$ cat src/rtl/rs232_in_arbiter.sv
// Round-robin arbiter moving finished packets from two RS-232 capture channels
// into the shared USB IN endpoint buffer: header byte, payload, commit, wait for ack.
module rs232_in_arbiter #(
  parameter logic [15:0] ACK_TIMEOUT = 16'hFFFF,
  parameter logic [7:0]  HDR_BASE    = 8'hA0
) (
  input  logic       clk,
  input  logic       reset,
  input  logic       req0,
  input  logic       req1,
  input  logic [8:0] len0,
  input  logic [8:0] len1,
  output logic       rd0,
  output logic       rd1,
  input  logic [7:0] dat0,
  input  logic [7:0] dat1,
  output logic       done0,
  output logic       done1,
  output logic       err0,
  output logic       err1,
  output logic [8:0] buf_in_addr,
  output logic [7:0] buf_in_data,
  output logic       buf_in_wren,
  input  logic       buf_in_ready,
  output logic       buf_in_commit,
  output logic [9:0] buf_in_commit_len,
  input  logic       buf_in_commit_ack
);

  typedef enum logic [3:0] {
    S_IDLE, S_WAIT_RDY, S_HDR, S_WR, S_WRX, S_RD, S_LAT, S_CAP, S_COMMIT, S_WAIT_ACK
  } state_t;

  // Bit 0: endpoint ready, bit 1: commit acknowledge; both arrive asynchronously.
  logic [1:0] async_in;
  logic [1:0] sync_s;
  assign async_in = {buf_in_commit_ack, buf_in_ready};

  generate
    for (genvar gi = 0; gi < 2; gi++) begin : g_sync
      logic meta_reg;
      logic sync_reg;
      always_ff @(posedge clk) begin
        if (reset) begin
          meta_reg <= 1'b0;
          sync_reg <= 1'b0;
        end else begin
          meta_reg <= async_in[gi];
          sync_reg <= meta_reg;
        end
      end
      assign sync_s[gi] = sync_reg;
    end
  endgenerate

  logic ready_s, ack_s, ack_d_reg, ack_rise;
  assign ready_s  = sync_s[0];
  assign ack_s    = sync_s[1];
  assign ack_rise = ack_s & ~ack_d_reg;

  state_t      state_reg, state_next;
  logic        chan_reg, chan_next;
  logic        last_reg, last_next;
  logic [8:0]  len_reg, len_next;
  logic [8:0]  rem_reg, rem_next;
  logic [15:0] tcnt_reg, tcnt_next;
  logic [8:0]  addr_reg, addr_next;
  logic [7:0]  data_reg, data_next;
  logic        wren_reg, wren_next;
  logic        commit_reg, commit_next;
  logic [9:0]  commit_len_reg, commit_len_next;
  logic [1:0]  rd_reg, rd_next;
  logic [1:0]  done_reg, done_next;
  logic [1:0]  err_reg, err_next;

  // On a tie the channel that was not served last wins.
  logic gnt0;
  assign gnt0 = req0 & (~req1 | last_reg);

  always_comb begin
    state_next      = state_reg;
    chan_next       = chan_reg;
    last_next       = last_reg;
    len_next        = len_reg;
    rem_next        = rem_reg;
    tcnt_next       = tcnt_reg;
    addr_next       = addr_reg;
    data_next       = data_reg;
    wren_next       = 1'b0;
    commit_next     = 1'b0;
    commit_len_next = commit_len_reg;
    rd_next         = 2'b00;
    done_next       = 2'b00;
    err_next        = 2'b00;
    case (state_reg)
      S_IDLE: begin
        if (req0 | req1) begin
          chan_next  = ~gnt0;
          last_next  = ~gnt0;
          len_next   = gnt0 ? len0 : len1;
          rem_next   = gnt0 ? len0 : len1;
          state_next = S_WAIT_RDY;
        end
      end
      S_WAIT_RDY: if (ready_s) state_next = S_HDR;
      S_HDR: begin
        addr_next  = 9'd0;
        data_next  = HDR_BASE | {7'd0, chan_reg};
        state_next = S_WR;
      end
      S_WR: begin
        wren_next  = 1'b1;
        state_next = S_WRX;
      end
      S_WRX: state_next = (rem_reg == 9'd0) ? S_COMMIT : S_RD;
      S_RD: begin
        rd_next[chan_reg] = 1'b1;
        state_next        = S_LAT;
      end
      S_LAT: state_next = S_CAP;
      S_CAP: begin
        data_next  = chan_reg ? dat1 : dat0;
        addr_next  = addr_reg + 9'd1;
        rem_next   = rem_reg - 9'd1;
        state_next = S_WR;
      end
      S_COMMIT: begin
        commit_next     = 1'b1;
        commit_len_next = {1'b0, len_reg} + 10'd1;
        tcnt_next       = 16'd0;
        state_next      = S_WAIT_ACK;
      end
      S_WAIT_ACK: begin
        // Ack is tested first so it wins over a simultaneous timeout.
        if (ack_rise) begin
          done_next[chan_reg] = 1'b1;
          state_next          = S_IDLE;
        end else if (tcnt_reg == ACK_TIMEOUT - 16'd1) begin
          err_next[chan_reg] = 1'b1;
          state_next         = S_IDLE;
        end else begin
          tcnt_next = tcnt_reg + 16'd1;
        end
      end
      default: state_next = S_IDLE;
    endcase
  end

  always_ff @(posedge clk) begin
    if (reset) begin
      state_reg      <= S_IDLE;
      chan_reg       <= 1'b0;
      last_reg       <= 1'b1;
      len_reg        <= 9'd0;
      rem_reg        <= 9'd0;
      tcnt_reg       <= 16'd0;
      addr_reg       <= 9'd0;
      data_reg       <= 8'd0;
      wren_reg       <= 1'b0;
      commit_reg     <= 1'b0;
      commit_len_reg <= 10'd0;
      rd_reg         <= 2'b00;
      done_reg       <= 2'b00;
      err_reg        <= 2'b00;
      ack_d_reg      <= 1'b0;
    end else begin
      state_reg      <= state_next;
      chan_reg       <= chan_next;
      last_reg       <= last_next;
      len_reg        <= len_next;
      rem_reg        <= rem_next;
      tcnt_reg       <= tcnt_next;
      addr_reg       <= addr_next;
      data_reg       <= data_next;
      wren_reg       <= wren_next;
      commit_reg     <= commit_next;
      commit_len_reg <= commit_len_next;
      rd_reg         <= rd_next;
      done_reg       <= done_next;
      err_reg        <= err_next;
      ack_d_reg      <= ack_s;
    end
  end

  assign rd0               = rd_reg[0];
  assign rd1               = rd_reg[1];
  assign done0             = done_reg[0];
  assign done1             = done_reg[1];
  assign err0              = err_reg[0];
  assign err1              = err_reg[1];
  assign buf_in_addr       = addr_reg;
  assign buf_in_data       = data_reg;
  assign buf_in_wren       = wren_reg;
  assign buf_in_commit     = commit_reg;
  assign buf_in_commit_len = commit_len_reg;

endmodule

$ cat config.mk
export PLATFORM = sky130hd
export DESIGN_NAME = rs232_in_arbiter
export DESIGN_NICKNAME = d
export VERILOG_FILES = /design/src/rtl/rs232_in_arbiter.sv
export SDC_FILE = /design/constraint.sdc
export NUM_CORES = 1
export LEC_CHECK = 0
export ABC_CLOCK_PERIOD_IN_PS = 2100
export CORE_AREA = 2 2 88 90
export CTS_BUF_LIST = sky130_fd_sc_hd__clkbuf_8
export DETAILED_ROUTE_END_ITERATION = 7
export DIE_AREA = 0 0 90 92
export PLACE_DENSITY = 0.81
export SYNTH_ARGS = -nofsm -noshare
export SYNTH_HDL_FRONTEND = slang
export SYNTH_SLANG_ARGS = --single-unit
$ cat constraint.sdc
create_clock -name clk -period 2.1 [get_ports clk]
set_input_delay 0.525 -clock clk [delete_from_list [all_inputs] [get_ports clk]]
set_output_delay 0.525 -clock clk [all_outputs]
set_load 0.02 [all_outputs]
Word level (Yosys, flattened, before mapping)
Index checks and enable logic that the tools add are counted.
{"block": "word_totals", "regBits": 80}
{"block": "op_classes", "n_addsub": 4, "n_lt_le_gt_ge": 2, "n_eq_ne": 15, "n_mux": 19, "bitwise_logic": 11, "n_reduce_logical": 14}
{"operator": "case mux 4 bit (9 select lines)", "count": 1}
{"operator": "case mux 9 bit (2 select lines)", "count": 2}
{"operator": "two-way mux 16 bit", "count": 2}
{"operator": "case mux 16 bit (2 select lines)", "count": 1}
{"operator": "two-way mux 4 bit", "count": 5}
{"operator": "two-way mux 9 bit", "count": 2}
{"operator": "adder 16 x 1 -> 16 bit, second input constant", "count": 1}
{"operator": "== test 16 bit, second input constant", "count": 1}
{"operator": "== test 4 x 3 -> 1 bit, second input constant", "count": 4}
{"operator": "case mux 8 bit (2 select lines)", "count": 1}
{"operator": "adder 9 x 1 -> 10 bit, second input constant", "count": 1}
{"operator": "adder 9 x 1 -> 9 bit, second input constant", "count": 1}
{"operator": "zero test 9 bit", "count": 1}
{"operator": "subtractor 9 x 1 -> 9 bit, second input constant", "count": 1}
{"operator": "== test 4 x 2 -> 1 bit, second input constant", "count": 2}
{"operator": "== test 4 bit, second input constant", "count": 2}
{"operator": "two-way mux 8 bit", "count": 1}
{"operator": "!= test 2 bit, second input constant", "count": 4}
{"operator": "NOT 1 bit", "count": 7}
{"operator": "AND reduction 3 bit", "count": 2}
{"operator": "nonzero test 2 bit", "count": 3}
{"operator": "== test 4 x 1 -> 1 bit, second input constant", "count": 1}
{"operator": "zero test 4 bit", "count": 1}
{"operator": "AND reduction 2 bit", "count": 2}
{"operator": "other kinds (11)", "count": 16}

Depth between registers and ports, before layout
{"block": "logic_depth", "depth_word": 6, "ltp_mapped": 8, "mapped_depth_nobuf": 6}

Worst setup path after synthesis
Ideal clock, no wire load.
{"block": "synth_timing", "kind": "reg-to-reg", "startpoint": "register tcnt_reg[0]", "endpoint": "register tcnt_reg[8]", "t_arrival_ns": 1.673, "slack_ns": 0.356, "stages_incl_launch_ff": 6, "n_path_buf": 0, "synth_period_minus_slack_ns": 1.744, "cell_sequence": "dfxtp_1 > ha_1 > nand3_1 > or4b_4 > or4_1 > a21oi_1"}
{"block": "synth_via", "elab_chain_len": 4}
{"element": "start: declaration", "line_no": "66", "text": "logic [15:0] tcnt_reg, tcnt_next;"}
{"element": "start signal: assignment", "line_no": "172", "text": "tcnt_reg <= tcnt_next;"}
{"element": "adder 16 x 1 -> 16 bit", "line_no": "142", "text": "tcnt_next = tcnt_reg + 16'd1;"}
{"element": "two-way mux 16 bit", "line_no": "138", "text": "end else if (tcnt_reg == ACK_TIMEOUT - 16'd1) begin"}
{"element": "two-way mux 16 bit", "line_no": "135", "text": "if (ack_rise) begin"}
{"element": "case mux 16 bit (2 select lines)", "line_no": "95", "text": "case (state_reg)"}
Several ways; a longest one is shown, not always the timed one. The select of a mux whose other input is x is not followed.
A chain may end at the register's enable or synchronous reset.

Worst setup path after layout
{"block": "layout_timing", "startpoint": "register addr_reg[3], in the netlist buf_in_addr[3]", "endpoint": "output port buf_in_addr[3]"}
{"element": "start: declaration", "line_no": "67", "text": "logic [8:0] addr_reg, addr_next;"}
{"element": "start signal: assignment", "line_no": "173", "text": "addr_reg <= addr_next;"}
{"element": "end: declaration", "line_no": "21", "text": "output logic [8:0] buf_in_addr,"}
No word-level cell between the ends.

==> results.yml <==
place:
  hpwl_mm: 7.216
  gp_congestion: 0.8691
  pre_cts_slack_ns: -0.007921
  placedCellCount: 632
  place.port_buffers: 74
floorplan:
  core_area_mm2: 0.007447
  die_h_um: 92
  io_pins: 75
  start_util: 0.5195
  die_area_mm2: 0.008280
  num_rows: 32
  die_x_um: 90
clocking:
  postCtsSetupBuffers: 0
  htree_num_levels: 3
  cts_buffers: 9
  clk_pin_slew_ns: 0.08
  clk_latency_ns: 0.35
  cts_root_buf: "clkbuf_8"
  cts_hold_repair.buffers: 0
  cts_tree: "yes"
  ctsResizeCount: 0
  cts.path.max_buffers: 2
  cts.sinks: 80
sta:
  slew_headroom: 0.6585
  setup_slack_ns: 0.1221
  whs_ns: 0.4416
  period_minus_slack_ns: 1.978
  setup_viol: 0
  period_share: 0.9419
  hold_viol: 0
  slew_violations: 0
  clock.fmax_mhz: 505.6
  fin_skew_ns: 0.006227
  rsz0062_at_grt: "false"
  worst_pin_slew_ns: 0.5083
critical_path:
  arrival_ns: 1.45
  slowest_stage: "clkdlybuf4s50_1"
  endpoint_kind: "primary output"
  crit_family: "buffers and inverters"
  cp-start-kind: "register"
  critical_path_class: "register to primary output"
  path_cells: "clkdlybuf4s50_1"
  cp_slowest_stage_delay_ns: 0.65
  required_ns: 1.57
  critPathMaxFanout: 7
  cp_num_buf_inv: 1
min_path:
  hold_path.class: "register to register"
final_layout:
  syn_to_final_growth_pct: 29.82
  fin_nets: 586
  drive_gt1_frac: 0.1046
  utilization: 0.6744
  antennaDiodeCount: 0
  largest_reg_flops: 16
  layoutNonFillerInstCount: 647
  fillers: 621
logic_synthesis:
  yosysTopAreaCell: "dfxtp_1"
  synth_edf_count: 0
  synth.net_count: 505
  synth_ff_type: "dfxtp_1"
  synth_warnings: 0
  avgSynthCellArea_um2: 8.410
  synth.cell_area_mm2: 0.003869
  yosysSeqAreaShare: 0.4140
  ys_seq_elements: 80
  postSynthCellCount: 460
  ys_top_cells_by_area: "dfxtp_1 41%, a21oi_1 5.6%, o21ai_0 4.0%, nor2_1 4.0%, nand2_1 3.7%"
  ys_types: 57
  synth_top_area_share: 0.4140
  ys_async_sr_fraction: 0
power_and_ir_drop:
  irDropWorstVdd_v: 0.0004741
  p_per_area_mw_per_mm2: 816.0
  power.leakage_nw: 1.788
drt:
  postRouteAntennaNets: 0
  drc: 0
  drtPass1Iterations: 5
  vias: 3775
  drtIter0Drc: 254
  wl_per_cell_um: 15.19
  wl_mm: 9.825
  avgViaCountPerCell: 5.835
job:
  maxCapViolCount: 0
outcome:
  status: "finished, final reports clean"
global_route:
  grt_pass1_wl_mm: 16.06
  antenna_found_initial: 0
  grt_use_total: 0.2356
  grt_overflow: 0
  grt_max_degree: 25
  grt_pass1_vias: 3585
## cell usage after synthesis, types with 2 or more instances
cell / count
a211oi_1: 5
a21boi_0: 9
a21oi_1: 43
a311oi_1: 4
a31oi_1: 11
and3_1: 15
and4_1: 2
buf_1: 2
buf_2: 7
clkbuf_1: 20
dfxtp_1: 80
ha_1: 5
inv_1: 9
mux2_2: 3
mux2i_1: 10
nand2_1: 38
nand2b_1: 2
nand3_1: 12
nand3b_1: 2
nand4_1: 12
nand4b_1: 3
nor2_1: 41
nor2b_1: 10
nor3_1: 8
nor3b_1: 2
nor3b_2: 2
nor4_1: 5
o211a_1: 2
o211ai_1: 3
o21ai_0: 31
o31ai_1: 10
or2_2: 2
or3_1: 10
or4_1: 11
or4b_1: 3
xnor2_1: 3
xor2_1: 3
## final cells by class
class | instances | area (um2) | area share
clock buffer | 10 | 137.6 | 0.02740
timing repair buffer | 99 | 935.9 | 0.1863
clock inverter | 5 | 57.56 | 0.01146
sequential | 80 | 1603 | 0.3191
inverter | 9 | 33.78 | 0.006726
multi-input combinational | 342 | 2127 | 0.4235
tap | 102 | 127.6 | 0.02541
## stage by stage
stage	setup TNS (ns)	instance area (um2)	total power, mW
3_3_place_gp	0	4821	2.940
5_1_grt	0	5022	4.312
2_1_floorplan	0	3869	2.543
4_1_cts	0	5016	4.094
6_report	0	5022	4.098
3_5_place_dp	-0.007921	4821	2.981
## power by group
| group | internal (mW) | switching [mW] |
|---|---|---|
| combinational | 0.511 | 0.623 |
| sequential | 1.66 | 0.173 |
| clock | 0.572 | 0.554 |
## layout by cell type, fill, tap and decap left out, types with 3 or more instances in the layout
master / netlist / layout
a211oi_1: 5 / 5
a21boi_0: 9 / 9
a21oi_1: 43 / 43
a311oi_1: 4 / 4
a31oi_1: 11 / 11
and3_1: 15 / 15
buf_4: 0 / 24
clkbuf_8: 0 / 10
clkdlybuf4s50_1: 0 / 73
clkinvlp_4: 0 / 3
dfxtp_1: 80 / 79
ha_1: 5 / 5
inv_1: 9 / 9
mux2_2: 3 / 3
mux2i_1: 10 / 10
nand2_1: 38 / 38
nand3_1: 12 / 11
nand4_1: 12 / 12
nand4b_1: 3 / 3
nor2_1: 41 / 41
nor2b_1: 10 / 10
nor3_1: 8 / 8
nor4_1: 5 / 5
o211ai_1: 3 / 3
o21ai_0: 31 / 31
o31ai_1: 10 / 10
or3_1: 10 / 10
or4_1: 11 / 11
or4b_1: 3 / 3
xnor2_1: 3 / 3
xor2_1: 3 / 3
## final timing paths
check	from	endpoint	slack, ns	cells past startpoint
setup / recovery	buf_in_addr[3]$_SDFFE_PP0P_	buf_in_addr[3]	0.12	1
hold reg to reg	g_sync[1].meta_reg$_SDFF_PP0_	ack_s$_SDFF_PP0_	0.44	1
setup reg to reg	tcnt_reg[0]$_SDFFE_PP0P_	tcnt_reg[8]$_SDFFE_PP0P_	0.14	5
hold / removal	g_sync[1].meta_reg$_SDFF_PP0_	ack_s$_SDFF_PP0_	0.44	1
## logic make-up (layout without fill, tap and decap cells)
| family | count (synthesis) | in the layout | synth area share |
|---|---|---|---|
| flip-flops | 80 | 80 | 0.4140 |
| AND/OR/NAND/NOR | 192 | 192 | 0.2846 |
| AO/OA/AOI/OAI | 125 | 125 | 0.1950 |
| multiplexers | 14 | 14 | 0.03752 |
| buffers and inverters | 38 | 123 | 0.03913 |
| XOR/XNOR | 6 | 6 | 0.01359 |
| adder cells (fa/ha/maj) | 5 | 5 | 0.01617 |
## routing by layer
layer / part of all wire / GRT usage
met5: 0 / 0
met4: 0.018 / 0.1064
met3: 0.065 / 0.06163
met2: 0.48 / 0.3947
met1: 0.43 / 0.2851
Power figures use the tool's default switching activity.
